<file path="src/rtl/hub75_shifter.sv">
// HUB75 bit-plane shift engine: fetches one physical row from the frame buffer,
// serialises the selected bit plane with the shift clock, then latches while blanked.
module hub75_shifter #(
   parameter int hpixel_p   = 64,
   parameter int vpixel_p   = 64,
   parameter int bpp_p      = 8,
   parameter int segments_p = 2
) (
   input  logic                                            clk,
   input  logic                                            rst_n,
   input  logic                                            i_shift_en,
   input  logic                                            i_start,
   input  logic [$clog2(vpixel_p/segments_p)-1:0]          i_row,
   input  logic [$clog2(bpp_p)-1:0]                        i_pix_bit,
   input  logic                                            i_blank,
   output logic                                            o_rd_en,
   output logic [$clog2(hpixel_p*vpixel_p/segments_p)-1:0] o_rd_addr,
   input  logic [segments_p*3*bpp_p-1:0]                   i_rd_data,
   output logic [segments_p*3-1:0]                         o_rgb,
   output logic                                            o_clk,
   output logic                                            o_lat,
   output logic                                            o_busy,
   output logic                                            o_done
);

   localparam int RowW = $clog2(vpixel_p/segments_p);
   localparam int ColW = $clog2(hpixel_p);
   localparam int BitW = $clog2(bpp_p);
   localparam int RgbW = segments_p*3;
   localparam int AddrW = $clog2(hpixel_p*vpixel_p/segments_p);
   localparam logic [ColW-1:0] LastCol = ColW'(hpixel_p-1);

   typedef enum logic [2:0] {
      ST_IDLE,
      ST_FETCH,
      ST_SHIFT_LO,
      ST_SHIFT_HI,
      ST_LATCH,
      ST_DONE
   } state_e;

   state_e            state_q, state_d;
   logic [RowW-1:0]   row_q, row_d;
   logic [BitW-1:0]   bit_q, bit_d;
   logic [ColW-1:0]   col_q, col_d;
   logic              rd_en_q, rd_en_d;
   logic [AddrW-1:0]  rd_addr_q, rd_addr_d;
   logic [RgbW-1:0]   rgb_q, rgb_d;
   logic              clk_q, clk_d;
   logic              lat_q, lat_d;
   logic              busy_q, busy_d;
   logic              done_q, done_d;

   logic [BitW-1:0]   start_bit;
   logic [ColW-1:0]   col_inc;
   logic [RgbW-1:0]   plane_bits;

   assign col_inc = col_q + ColW'(1);

   always_comb begin
      start_bit = i_pix_bit;
      if (int'(i_pix_bit) >= bpp_p) begin
         start_bit = BitW'(bpp_p - 1);
      end
   end

   // Read data is consumed straight off the port in the one cycle it is valid;
   // the o_rgb register itself serves as the column hold stage.
   for (genvar s = 0; s < segments_p; s++) begin : g_seg
      logic [bpp_p-1:0] r_w, g_w, b_w;
      assign r_w = i_rd_data[s*3*bpp_p + 2*bpp_p +: bpp_p];
      assign g_w = i_rd_data[s*3*bpp_p +   bpp_p +: bpp_p];
      assign b_w = i_rd_data[s*3*bpp_p           +: bpp_p];
      assign plane_bits[s*3+2] = r_w[bit_q];
      assign plane_bits[s*3+1] = g_w[bit_q];
      assign plane_bits[s*3]   = b_w[bit_q];
   end

   always_comb begin
      state_d   = state_q;
      row_d     = row_q;
      bit_d     = bit_q;
      col_d     = col_q;
      rd_en_d   = 1'b0;
      rd_addr_d = rd_addr_q;
      rgb_d     = rgb_q;
      clk_d     = 1'b0;
      lat_d     = 1'b0;
      busy_d    = 1'b0;
      done_d    = 1'b0;
      if (!i_shift_en) begin
         state_d = ST_IDLE;
         rgb_d   = '0;
      end else begin
         unique case (state_q)
            ST_IDLE: begin
               if (i_start) begin
                  state_d   = ST_FETCH;
                  row_d     = i_row;
                  bit_d     = start_bit;
                  col_d     = '0;
                  rd_en_d   = 1'b1;
                  rd_addr_d = {i_row, {ColW{1'b0}}};
                  busy_d    = 1'b1;
               end
            end
            ST_FETCH: begin
               busy_d  = 1'b1;
               state_d = ST_SHIFT_LO;
            end
            ST_SHIFT_LO: begin
               busy_d  = 1'b1;
               rgb_d   = plane_bits;
               state_d = ST_SHIFT_HI;
               if (col_q != LastCol) begin
                  rd_en_d   = 1'b1;
                  rd_addr_d = {row_q, col_inc};
               end
            end
            ST_SHIFT_HI: begin
               busy_d = 1'b1;
               clk_d  = 1'b1;
               if (col_q == LastCol) begin
                  state_d = ST_LATCH;
               end else begin
                  col_d   = col_inc;
                  state_d = ST_SHIFT_LO;
               end
            end
            ST_LATCH: begin
               busy_d = 1'b1;
               if (i_blank) begin
                  lat_d   = 1'b1;
                  state_d = ST_DONE;
               end
            end
            ST_DONE: begin
               done_d  = 1'b1;
               state_d = ST_IDLE;
            end
            default: state_d = ST_IDLE;
         endcase
      end
   end

   always_ff @(posedge clk or negedge rst_n) begin
      if (!rst_n) begin
         state_q   <= ST_IDLE;
         row_q     <= '0;
         bit_q     <= '0;
         col_q     <= '0;
         rd_en_q   <= 1'b0;
         rd_addr_q <= '0;
         rgb_q     <= '0;
         clk_q     <= 1'b0;
         lat_q     <= 1'b0;
         busy_q    <= 1'b0;
         done_q    <= 1'b0;
      end else begin
         state_q   <= state_d;
         row_q     <= row_d;
         bit_q     <= bit_d;
         col_q     <= col_d;
         rd_en_q   <= rd_en_d;
         rd_addr_q <= rd_addr_d;
         rgb_q     <= rgb_d;
         clk_q     <= clk_d;
         lat_q     <= lat_d;
         busy_q    <= busy_d;
         done_q    <= done_d;
      end
   end

   assign o_rd_en   = rd_en_q;
   assign o_rd_addr = rd_addr_q;
   assign o_rgb     = rgb_q;
   assign o_clk     = clk_q;
   assign o_lat     = lat_q;
   assign o_busy    = busy_q;
   assign o_done    = done_q;

endmodule
</file>
<file path="config.mk">
export PLATFORM = sky130hd
export DESIGN_NAME = hub75_shifter
export DESIGN_NICKNAME = d
export VERILOG_FILES = /design/src/rtl/hub75_shifter.sv
export SDC_FILE = /design/constraint.sdc
export NUM_CORES = 1
export LEC_CHECK = 0
export ABC_AREA = 1
export BUFFER_PORTS_ARGS = -buffer_cell sky130_fd_sc_hd__buf_2
export CORE_MARGIN = 2
export CORE_UTILIZATION = 53
export DETAILED_ROUTE_END_ITERATION = 7
export GPL_TIMING_DRIVEN = 1
export PLACE_DENSITY = 0.95
export SYNTH_ARGS = -nofsm -noshare
export SYNTH_HDL_FRONTEND = slang
export SYNTH_SLANG_ARGS = --single-unit
</file>
<file path="constraint.sdc">
create_clock -name clk -period 2.1 [get_ports clk]
set_input_delay 0 -clock clk [delete_from_list [all_inputs] [get_ports clk]]
set_output_delay 0 -clock clk [all_outputs]
set_load 0.05 [all_outputs]
</file>
Word-level counts from Yosys, hierarchy flattened
Cells that the tools add are included.

storage, ports and cells
  bits of input ports = 61
  register bits after elaboration = 39
  word-level logic and storage cells = 72

operators by class
  reduce and logical (&&, ||, !) cells = 8
  equality and inequality tests = 13
  add/sub/neg operators = 1
  mux-type cells = 38
  magnitude comparators = 1

operators with widths
  operator                                                                      count
  6-bit two-way mux                                                             4
  11-bit two-way mux                                                            2
  11-bit one-hot mux with 2 select lines                                        1
  1-bit binary-select mux with 3-bit select                                     6
  1-bit two-way mux                                                             17
  3-bit one-hot mux with 5 select lines                                         1
  3-bit two-way mux                                                             4
  6-bit one-hot mux with 2 select lines                                         1
  4-bit AND reduction                                                           2
  6-bit by 1-bit adder with 6-bit output, second input constant                 1
  3-bit by 2-bit == test with 1-bit output, second input constant               2
  3-bit == test, second input constant                                          2
  6-bit == test, second input constant                                          1
  2-bit != test, second input constant                                          3
  3-bit != test, second input constant                                          2
  6-bit != test, second input constant                                          1
  3-bit by 4-bit less-than comparator with 1-bit output, second input constant  1
  1-bit one-hot mux with 2 select lines                                         2
  2-bit nonzero test                                                            2
  4-bit OR reduction                                                            1
  3-bit by 1-bit == test with 1-bit output, second input constant               1
  3-bit zero test                                                               1
  3-bit AND reduction                                                           1
  2-bit by 1-bit != test with 1-bit output, second input constant               1
  2-bit AND reduction                                                           1

Longest topological paths before layout
Gate-level depths: netlist (run 1).

  depth in word-level cells = 4
  depth in mapped cells = 10

Worst setup path before layout (run 1)
OpenSTA, ideal clock, no wires.

  path type = register to register
  start point = reg col_q[0]
  end point = reg rd_addr_q[5] (netlist: o_rd_addr[5])
  library setup time = 118 ps
  arrival time = 1294 ps
  setup slack = 688 ps
  data required time = 1982 ps
  stages on the path, launching flop included = 11
  buffers on the path = 1
  path through = dfrtp_1 > ha_1 > nand3_1 > inv_1 > nand2_1 > nand2_2 > nand2_2 > inv_2 > buf_6 > nand2_1 > nand2_1

between the ends
  cells in the longest elaborated chain, start to end = 3
  elaborated cells between the ends (all ways) = 6

ends and longest elaborated chain
  element                                                                        RTL line  text
  start, declared                                                                45        logic [ColW-1:0] col_q, col_d;
  start signal, assigned                                                         163       col_q <= col_d;
  6-bit by 1-bit adder with 6-bit output or 6-bit != test (tied branches)        58, 115
  11-bit two-way mux or 2-bit != test (tied branches)                            n/a
  11-bit one-hot mux with 2 select lines or 4-bit AND reduction (tied branches)  n/a
  end signal, assigned                                                           165       rd_addr_q <= rd_addr_d;
  end, declared                                                                  47        logic [AddrW-1:0] rd_addr_q, rd_addr_d;

Parallel ways exist; a longest one is shown, timed or not. The select of a mux whose other input is x is not followed.
A chain may end at the register's enable or synchronous reset.

Worst setup path after layout (run 1)
  start point = reg col_q[0]
  end point = reg rd_addr_q[1] (netlist: o_rd_addr[1])

Same word-level chain as after synthesis.

==> results of run 1 <==
==> power breakdown <==
group	switching (mW)	total, mW	leakage (nW)	internal, mW
clock network	0.275	0.628	0.0581	0.354
registers	0.0941	0.959	0.505	0.865
logic	0.664	0.946	1.14	0.283
==> flip-flops by register name, summed over array words and instances, names as in the netlist <==
| register | flops |
|---|---|
| col_q | 6 |
| o_done | 1 |
| o_rd_addr | 11 |
| o_clk | 1 |
| o_rgb | 6 |
| o_busy | 1 |
| row_q | 5 |
| state_q | 3 |
| o_rd_en | 1 |
| o_lat | 1 |
| bit_q | 3 |
==> area by class of cell <==
cell class,instances,area (um2)
sequential,39,976
inverter,22,82.6
fill,319,1170
multi-input combinational,254,1110
clock inverter,3,43.8
tap,50,62.6
clock buffer,5,68.8
timing repair buffer,93,515
==> placed cells by master, fill, tap and decap left out, types with 2 or more instances in the layout <==
cell type	Yosys	final
o21ai_0	11	11
nand2_2	2	2
nand2_1	152	152
nand3_1	26	26
dlygate4sd3_1	0	9
buf_2	6	82
nor2_1	38	38
xor2_1	2	2
nor3_1	2	2
a21oi_1	10	10
nor2_4	2	2
inv_1	21	21
dfrtp_1	39	39
clkbuf_8	0	5
buf_4	1	2
==> through the flow <==
stage | util (%) | cell area, um2 | hold WS, ns
2_1_floorplan | - | 2230 | -0.296
3_3_place_gp | 65.8 | 2650 | 0.132
3_5_place_dp | 65.8 | 2650 | 0.140
4_1_cts | 70.9 | 2860 | 0.0181
5_1_grt | 70.9 | 2860 | 0.0225
6_report | 70.9 | 2860 | 0.0204
==> routing by layer <==
metal	vias to the layer above	track usage [%]	routed length, um
li1	1188	-	-
met1	1024	28.6	2340
met2	59	42.5	2630
met3	12	5.68	282
met4	0	10.3	124
met5	-	0	0
==> critical path, delay by kind of cell (launching register included) <==
kind          cells  cell delay [ns]
fa+ha+maj         1             0.25
buf+inv           2             0.20
flops             1             0.46
simple gates      6             0.61
==> logic make-up (layout without fill, tap and decap cells) <==
logic type      Yosys count  after routing
compound gates           22             22
xor+xnor                  3              3
fa+ha+maj                 1              1
buf+inv                  33            123
flops                    39             39
simple gates            228            228
==> worst paths after layout <==
kind,start,to,depth (start not counted)
min in group asynchronous,rst_n,o_rd_addr[7]$_DFFE_PN0P_,2
min reg2reg,o_rd_addr[6]$_DFFE_PN0P_,o_rd_addr[6]$_DFFE_PN0P_,2
max,col_q[0]$_DFFE_PN0P_,o_rd_addr[1]$_DFFE_PN0P_,9
max reg2reg,col_q[0]$_DFFE_PN0P_,o_rd_addr[1]$_DFFE_PN0P_,9
min,i_row[3],row_q[3]$_DFFE_PN0P_,3
max in group asynchronous,rst_n,o_rgb[4]$_DFFE_PN0P_,2
==> out/results.ini, run 1 <==
[clocking]
clk_latency_ns = 0.30
hold_buffers = 9
htreeDepth = 2
post_cts_resized = 0
cts_root_buffer = clkbuf_8
clock_path_buffers = 2
clkTransAtPathRegs_ns = 0.08
post_cts_buffers = 0
tritoncts = built
cts_buffers = 5
clock-sinks = 39

[sta]
slew_headroom_pct = 44.5
slew_violations = 0
hold_violations = 0
final.setup.tns_ns = 0
finalSetupViolCount = 0
rsz0062_at_grt = false
tightest_slew_ns = 0.833
fmax_ghz = 0.611
fin_skew_ns = 0.00835
period_needed_ns = 1.64
fin_ws_ns = 0.462
period_share_pct = 78.0

[grt]
grt_max_degree = 40
grt_pass1_wl_mm = 8.54
antenna_found_initial = 0
overflow = 0
grt_pass1_vias = 2068
grt_use_total_pct = 24.4

[synth]
synth.area.top_cells = dfrtp_1, nand2_1, nor2_1
yosysTopAreaCell = dfrtp_1
synth_top_family_by_area = simple AND/OR/NAND/NOR gates
synth_compound_area_share_pct = 4.99
synth_xor_area_share_pct = 1.18
synth_edf_count = 0
avgSynthCellArea_um2 = 6.85
ys_seq_area_share_pct = 43.7
synth.distinct_cells = 25
synth_fp_nets = 388
synth_top_area_share_pct = 43.7
muxShareOfSynthArea_pct = 0
synth_fa_ha_area_share_pct = 0.561
netlist_area_mm2 = 0.00223
synthCells = 326
yosysMostFrequentCell = nand2_1
synth-seq-cells = 39
synth-simple-area-share_pct = 42.8
synth-async-reset-ratio_pct = 100
netlist_top_cells_count = nand2_1, dfrtp_1, nor2_1
ys.flop_type = dfrtp_1
yosys_warnings = 0

[detailed_routing]
wirelength_mm = 5.38
wire_per_inst_um = 11.6
drt-pass1-iter-count = 4
drcViolationCount = 0
first_iter_violations = 211
vias_per_cell = 4.90
final_antenna_net_count = 0
vias = 2283

[setup_path]
cp-end-kind = register
worstPathCellList = ha_1 -> nand3_1 -> inv_1 -> nand2_1 -> nand2_2 -> nand2_2 -> inv_2 -> nand2_1 -> nand2_1
rrSetupSlack_ns = 0.46
cp_data_required_time_ns = 2.29
worstPathMaxFanout = 13
critPathKind = reg2reg
path_common_cell = nand2_1
startpoint_type = register
cpPeakStageDelay_ns = 0.46
critPathSlowestCell = dfrtp_1
arrival_ns = 1.83

[pwr]
irDropWorstVdd_uv = 716
leakage_nw = 1.70
p_total_mw = 2.53
power_density_mw_per_mm2 = 887

[cells_and_area]
final_cells = 466
layout-drive-gt1-share_pct = 24.3
nets = 477
n_antenna_cell = 0
synthToLayoutAreaGrowth_pct = 27.9

[floorplan]
die-area_mm2 = 0.00475
start_util_pct = 55.4
io_pins = 83
die_h_um = 68.9
rows = 23
die_w_um = 68.9
coreArea_mm2 = 0.00403

[run_status]
outcome = complete, no violations

[placement]
io_buffers = 82
finalWeightedCongestion = 0.830
hpwl_mm = 3.99
dp_slack_ns = 0.476
placed_cells = 449

[worst_hold_path]
hold_class = in2reg

[flow_run]
maxCapViolations = 0

Note: power is estimated with default switching activity, not from simulation.
==> inputs of run 2 (changes only) <==
--- a/config.mk
+++ b/config.mk
@@ -5,13 +5,13 @@
 export SDC_FILE = /design/constraint.sdc
 export NUM_CORES = 1
 export LEC_CHECK = 0
-export ABC_AREA = 1
+export ABC_AREA = 0
 export BUFFER_PORTS_ARGS = -buffer_cell sky130_fd_sc_hd__buf_2
 export CORE_MARGIN = 2
-export CORE_UTILIZATION = 53
+export CORE_UTILIZATION = 44
 export DETAILED_ROUTE_END_ITERATION = 7
 export GPL_TIMING_DRIVEN = 1
-export PLACE_DENSITY = 0.95
+export PLACE_DENSITY = 0.88
 export SYNTH_ARGS = -nofsm -noshare
 export SYNTH_HDL_FRONTEND = slang
 export SYNTH_SLANG_ARGS = --single-unit
==> constraint.sdc (replaced) <==
create_clock -name clk -period 1.45 [get_ports clk]
set_input_delay 0 -clock clk [delete_from_list [all_inputs] [get_ports clk]]
set_output_delay 0 -clock clk [all_outputs]
set_load 0.05 [all_outputs]
==> run 2 against run 1 <==
Net effect:
- the run now ends with negative setup slack left
- global-route usage fell by 6.1 points
- hold slack got worse by 0.0014 ns
- clock power is 25% higher
- combinational power is 18% higher
- critical path depth decreased by 5
- sequential cell count unchanged
- clock skew shrank 0.0035 ns
- final area increased by 3.3%
==> out/results.ini, run 2 <==
[synth]
synth.area.top_cells = dfrtp_1, mux2_2, mux4_2
synth_edf_count = 0  ; unchanged
muxShareOfSynthArea_pct = 20.0  ; +20 points
synth_top_family_by_area = multiplexers
synth-simple-area-share_pct = 14.7  ; -28 points
yosys_warnings = 0  ; unchanged
synth_fa_ha_area_share_pct = 0.595  ; +0.034 points
avgSynthCellArea_um2 = 11.7  ; +71%
yosysTopAreaCell = dfrtp_1
synth.distinct_cells = 42  ; +68%
synth-seq-cells = 39  ; unchanged
synth_compound_area_share_pct = 12.7  ; +7.7 points
netlist_area_mm2 = 0.00210  ; -5.7%
netlist_top_cells_count = dfrtp_1, mux2_2, nand3_1
synth_top_area_share_pct = 46.4  ; +2.7 points
synth-async-reset-ratio_pct = 100  ; unchanged
synth_xor_area_share_pct = 1.66  ; +0.49 points
ys.flop_type = dfrtp_1
ys_seq_area_share_pct = 46.4  ; +2.7 points
synthCells = 180  ; -45%
yosysMostFrequentCell = dfrtp_1
synth_fp_nets = 242  ; -38%

[grt]
overflow = 0  ; unchanged
grt_pass1_vias = 1689  ; -18%
grt_max_degree = 40  ; unchanged
grt_use_total_pct = 18.3  ; -6.1 points
antenna_found_initial = 0  ; unchanged
grt_pass1_wl_mm = 7.56  ; -12%

[floorplan]
coreArea_mm2 = 0.00466  ; +16%
io_pins = 83  ; unchanged
rows = 25  ; +8.7%
die_w_um = 73.2  ; +6.2%
die_h_um = 73.2  ; +6.2%
start_util_pct = 45.2  ; -10 points
die-area_mm2 = 0.00535  ; +13%

[setup_path]
rr_endpoint = col_q[1]$_DFFE_PN0P_
cp_data_required_time_ns = 1.62  ; -0.67 ns
critPathLaunch = state_q[1]$_DFFE_PN0P_
crit_end = col_q[1]$_DFFE_PN0P_
arrival_ns = 1.65  ; -0.18 ns
critPathKind = reg2reg
regToRegStartpoint = state_q[1]$_DFFE_PN0P_
worstPathMaxFanout = 4  ; -9
startpoint_type = register
rrSetupSlack_ns = -0.03  ; -0.49 ns
cp-end-kind = register
worstRegToRegCells = 4  ; -5

[sta]
period_needed_ns = 1.48  ; -0.157 ns
whs_ns = 0.0189  ; -0.00144 ns
fin_ws_ns = -0.0310  ; -0.493 ns
fin_skew_ns = 0.00488  ; -0.00348 ns
fmax_ghz = 0.675  ; +11%
tightest_slew_ns = 0.485  ; -0.348 ns
finalSetupViolCount = 5  ; +5
slew_headroom_pct = 67.7  ; +23 points
slew_violations = 0  ; unchanged
final.setup.tns_ns = -0.135  ; -0.135 ns
hold_violations = 0  ; unchanged
period_share_pct = 102  ; +24 points
rsz0062_at_grt = true

[clocking]
clock-sinks = 39  ; unchanged
clock_path_buffers = 2  ; unchanged
cts_root_buffer = clkbuf_8
htreeDepth = 2  ; unchanged
tritoncts = built
clk_latency_ns = 0.29  ; about the same
clkTransAtPathRegs_ns = 0.07  ; about the same
cts_buffers = 5  ; unchanged

[pwr]
p_total_mw = 3.21  ; +27%
power_density_mw_per_mm2 = 1090  ; +22%
power.share.sequential_pct = 40.8  ; +2.9 points
pwr-share-clk_pct = 24.4  ; -0.4 points
p_switching_mw = 1.04  ; +0.74%
irDropWorstVdd_uv = 579  ; -19%
leakage_nw = 1.42  ; -17%
p_sw_share_pct = 32.4  ; -8.3 points
p_int_mw = 2.17  ; +44%
combPwrFrac_pct = 34.8  ; -2.5 points

[detailed_routing]
final_antenna_net_count = 0  ; unchanged
drcViolationCount = 0  ; unchanged
vias_per_cell = 5.30  ; +8.2%
wirelength_mm = 4.86  ; -9.7%
vias = 1839  ; -19%
wire_per_inst_um = 14.0  ; +21%
first_iter_violations = 75  ; -64%
drt-pass1-iter-count = 4  ; unchanged

[cells_and_area]
final_cells = 347  ; -26%
multi_input_area_mm2 = 0.00108  ; -2.6%
largest_register_ffs = 11  ; unchanged
post-route-util_pct = 63.3  ; -7.6 points
regArea_um2 = 976  ; unchanged
n_antenna_cell = 0  ; unchanged
synthToLayoutAreaGrowth_pct = 40.2
final_common_cell = buf_2
fill_cells = 376  ; +18%
fin_area_mm2 = 0.00295  ; +3.3%
layout-drive-gt1-share_pct = 51.9  ; +28 points
final_cell_mix = buf_2, dfrtp_1, buf_4
nets = 354  ; -26%

[run_status]
violations = negative setup slack
outcome = finished, violations left

[placement]
finalWeightedCongestion = 0.829  ; about the same
dpl_cell_area_mm2 = 0.00265  ; about the same
placed_cells = 322  ; -28%
io_buffers = 82  ; unchanged
hpwl_mm = 3.59  ; -9.9%
dp_slack_ns = -0.0442  ; -0.520 ns

[flow_run]
maxCapViolations = 0  ; unchanged

[worst_hold_path]
hold_class = in2reg

## run 2: cell count changes in the layout (fill, tap and decap cells not counted), moves of 9 or more
cell / change
inv_1: -18
buf_4: +19
a21oi_1: -9
mux2_2: +20
nand2_1: -142
nor2_1: -28
nand3_1: -10
## run 2: area by class of cell
type | count | share of cell area, %
clock buffer | 8 | 3.39
multi-input combinational | 128 | 36.5
timing repair buffer | 115 | 24.3
sequential | 39 | 33.1
inverter | 3 | 0.382
tap | 54 | 2.29
## run 2: power by group through the flow
stage	clock network, mW	logic (mW)	registers (mW)
after floorplan	0	0.534	1.53
after global placement	0	1.00	1.32
after detailed placement	0	1.03	1.33
after CTS	0.810	1.06	1.31
after global routing	0.851	1.20	1.32
final	0.783	1.12	1.31
## run 2: cell families (layout without fill, tap and decap cells)
logic type / Yosys count / in the layout
AOI/OAI and AO/OA: 37 / 37
xor gates and xnor gates: 4 / 4
adders and majority gates: 1 / 1
buffers and inverters: 13 / 126
DFF: 39 / 39
muxes: 32 / 32
and+or+nand+nor: 54 / 54
## run 2: timing repair
item,CTS,global route
gates resized for setup,4,4
pin swaps,3,2
hold buffers,9,0
buffers inserted,3,5
setup endpoints to repair,9,27
endpoints found under the hold margin,48,0
## run 2: worst min path at each step
stage | start | end | slack [ns] | cells past startpoint
after global placement | rst_n | o_clk$_DFF_PN0_ | 0.08 | 2
after CTS | i_blank | state_q[0]$_DFFE_PN0P_ | 0.01 | 3
final | i_blank | state_q[0]$_DFFE_PN0P_ | 0.02 | 3
after floorplan | rst_n | bit_q[0]$_DFFE_PN0P_ | -0.30 | 0
after detailed placement | rst_n | o_clk$_DFF_PN0_ | 0.08 | 2
after global routing | i_blank | state_q[0]$_DFFE_PN0P_ | 0.02 | 3
## run 2: metal layers
| metal | vias up | wire [um] | share of wire [%] | track usage, % |
|---|---|---|---|---|
| li1 | 889 | - | - | - |
| met1 | 897 | 2070 | 43 | 23.6 |
| met2 | 48 | 2550 | 52 | 30.3 |
| met3 | 5 | 194 | 4.0 | 4.42 |
| met4 | 0 | 51 | 1.0 | 5.56 |
| met5 | - | 0 | 0 | 0 |
## run 2: critical path, stage by stage, from the launching register on
cell,delay (ns)
dfrtp_1,0.37
or3b_1,0.38
a21boi_2,0.21
a21bo_4,0.28
o2bb2ai_2,0.12
==> inputs of run 3 (changes only) <==
==> config.mk (replaced) <==
export PLATFORM = sky130hd
export DESIGN_NAME = hub75_shifter
export DESIGN_NICKNAME = d
export VERILOG_FILES = /design/src/rtl/hub75_shifter.sv
export SDC_FILE = /design/constraint.sdc
export NUM_CORES = 1
export LEC_CHECK = 0
export ABC_AREA = 1
export BUFFER_PORTS_ARGS = -buffer_cell sky130_fd_sc_hd__buf_4
export CORE_ASPECT_RATIO = 1.4
export CORE_MARGIN = 2
export CORE_UTILIZATION = 44
export DETAILED_ROUTE_END_ITERATION = 7
export GPL_TIMING_DRIVEN = 1
export PLACE_DENSITY = 0.87
export SYNTH_ARGS = -nofsm -noshare
export SYNTH_HDL_FRONTEND = slang
export SYNTH_SLANG_ARGS = --single-unit
==> run 3 against run 2 <==
Net effect:
- the run now ends clean
- clock skew increased by 0.0036 ns
- register-to-register slack improved by 0.11 ns
- die area increased by 5.9%
- non-clock buffer count decreased by 14
- final area increased by 8.3%
- via count increased by 27%
- setup slack improved by 0.11 ns
- combinational power increased by 39%
- critical path type unchanged
- critical endpoint is now o_rd_addr[8]$_DFFE_PN0P_
- largest power group is now combinational cells
==> out/results.ini, run 3 (same netlist as run 1, synthesis figures left out) <==
[flow_run]
maxCapViolations = 0  ; unchanged

[setup_path]
worstPathMaxFanout = 8  ; +4
crit_family = simple AND/OR/NAND/NOR gates
cp-end-kind = register
critPathSlowestCell = dfrtp_1
cp_data_required_time_ns = 1.64  ; +0.02 ns
critPathLaunch = col_q[1]$_DFFE_PN0P_
startpoint_type = register
critical_path_buf_inv_count = 2  ; +2
critPathKind = reg2reg
regToRegStartpoint = col_q[1]$_DFFE_PN0P_
worstPathCellList = ha_4 -> nand3_2 -> inv_1 -> nand2_1 -> nand2_2 -> nand2_4 -> buf_4 -> nand2_1 -> nand2_1
arrival_ns = 1.56  ; -0.09 ns
path_common_cell = nand2_1
cpPeakStageDelay_ns = 0.40  ; +0.02 ns

[sta]
final.setup.tns_ns = 0  ; +0.135 ns
tightest_slew_ns = 0.476  ; -0.00943 ns
period_share_pct = 94.3  ; -7.8 points
period_needed_ns = 1.37  ; -0.114 ns
finalSetupViolCount = 0  ; -5
fin_ws_ns = 0.0827  ; +0.114 ns
rsz0062_at_grt = false
slew_headroom_pct = 68.3  ; +0.63 points
fin_skew_ns = 0.00849  ; +0.00362 ns
fmax_ghz = 0.731  ; +8.3%
slew_violations = 0  ; unchanged
hold_violations = 0  ; unchanged
whs_ns = 0.0111  ; -0.00787 ns

[pwr]
leakage_nw = 1.80  ; +27%
irDropWorstVdd_uv = 834  ; +44%
p_total_mw = 3.99  ; +25%
power_density_mw_per_mm2 = 1250  ; +15%

[cells_and_area]
fill_cells = 440  ; +17%
layout-drive-gt1-share_pct = 27.1  ; -25 points
largest_register_ffs = 11  ; unchanged
final_cell_mix = nand2_1, buf_4, dfrtp_1
final_common_cell = nand2_1
synthToLayoutAreaGrowth_pct = 43.2
final_cells = 488  ; +41%
nets = 485  ; +37%
post-route-util_pct = 65.5  ; +2.2 points
n_antenna_cell = 0  ; unchanged
fin_area_mm2 = 0.00320  ; +8.3%

[placement]
finalWeightedCongestion = 0.857  ; +3.5%
placed_cells = 470  ; +46%
dp_slack_ns = 0.00579  ; +0.0500 ns
dpl_cell_area_mm2 = 0.00293  ; +10%
hpwl_mm = 4.39  ; +22%
io_buffers = 82  ; unchanged

[detailed_routing]
vias = 2335  ; +27%
wirelength_mm = 5.88  ; +21%
vias_per_cell = 4.78  ; -9.7%
drt-pass1-iter-count = 4  ; unchanged
wire_per_inst_um = 12.1  ; -14%
final_antenna_net_count = 0  ; unchanged
drcViolationCount = 0  ; unchanged
first_iter_violations = 133  ; +77%

[grt]
grt_pass1_vias = 2352  ; +39%
grt_max_degree = 40  ; unchanged
overflow = 0  ; unchanged
antenna_found_initial = 0  ; unchanged
grt_pass1_wl_mm = 9.92  ; +31%
grt_use_total_pct = 22.3  ; +4.0 points

[clocking]
cts_root_buffer = clkbuf_8
clock_path_buffers = 2  ; unchanged
clk_latency_ns = 0.30  ; about the same
htreeDepth = 2  ; unchanged
clkTransAtPathRegs_ns = 0.08  ; about the same
clock-sinks = 39  ; unchanged
tritoncts = built
cts_buffers = 5  ; unchanged

[floorplan]
start_util_pct = 45.7  ; +0.59 points
coreArea_mm2 = 0.00488  ; +4.7%
die_h_um = 88.3  ; +21%
rows = 30  ; +20%
io_pins = 83  ; unchanged
die_w_um = 64.2  ; -12%
die-area_mm2 = 0.00567  ; +5.9%

[worst_hold_path]
min_from = i_row[0]
hold_class = in2reg

[run_status]
outcome = complete, no violations

[run 3: routing by layer]
| layer | wire (um) | global-route usage, % | share of wire, % | vias to the layer above |
|---|---|---|---|---|
| li1 | - | - | - | 1202 |
| met1 | 2300 | 24.0 | 39 | 1059 |
| met2 | 3150 | 42.2 | 53 | 63 |
| met3 | 319 | 4.96 | 5.4 | 11 |
| met4 | 121 | 8.70 | 2.1 | 0 |
| met5 | 0 | 0 | 0 | - |
[run 3: cell type report]
cell class / instances / area (um2) / area share [%]
Multi-Input combinational cell: 254 / 1140 / 35.6
Sequential cell: 39 / 977 / 30.6
Timing Repair Buffer: 101 / 781 / 24.4
Inverter: 22 / 85.1 / 2.66
Tap cell: 64 / 80.1 / 2.51
Clock buffer: 5 / 68.8 / 2.15
Clock inverter: 3 / 67.6 / 2.11
[run 3: what timing repair did]
action,4_1_cts,5_1_grt
setup endpoints to repair,5,22
hold buffers,9,0
buffers inserted,1,0
hold endpoints to repair,48,0
gates cloned,0,0
gates resized for setup,2,7
[run 3: final timing paths]
kind,endpoint,slack (ns),cells past startpoint
max reg2reg,o_rd_addr[8]$_DFFE_PN0P_,0.08,9
max,o_rd_addr[8]$_DFFE_PN0P_,0.08,9
min,row_q[0]$_DFFE_PN0P_,0.01,3
max in group asynchronous,state_q[0]$_DFFE_PN0P_,0.89,2
min in group asynchronous,o_rd_addr[1]$_DFFE_PN0P_,0.21,2
min reg2reg,o_rd_addr[0]$_DFFE_PN0P_,0.49,2
[run 3: tightest hold or removal path, cell delays in order]
cell	delay (ns)
buf_4	0.10
nor2_1	0.04
a21oi_1	0.12
[run 3: power by group]
| group | switching [mW] | internal, mW | total [mW] |
|---|---|---|---|
| logic | 1.01 | 0.553 | 1.56 |
| registers | 0.114 | 1.26 | 1.37 |
| clock network | 0.377 | 0.686 | 1.06 |
| total | 1.50 | 2.49 | 3.99 |
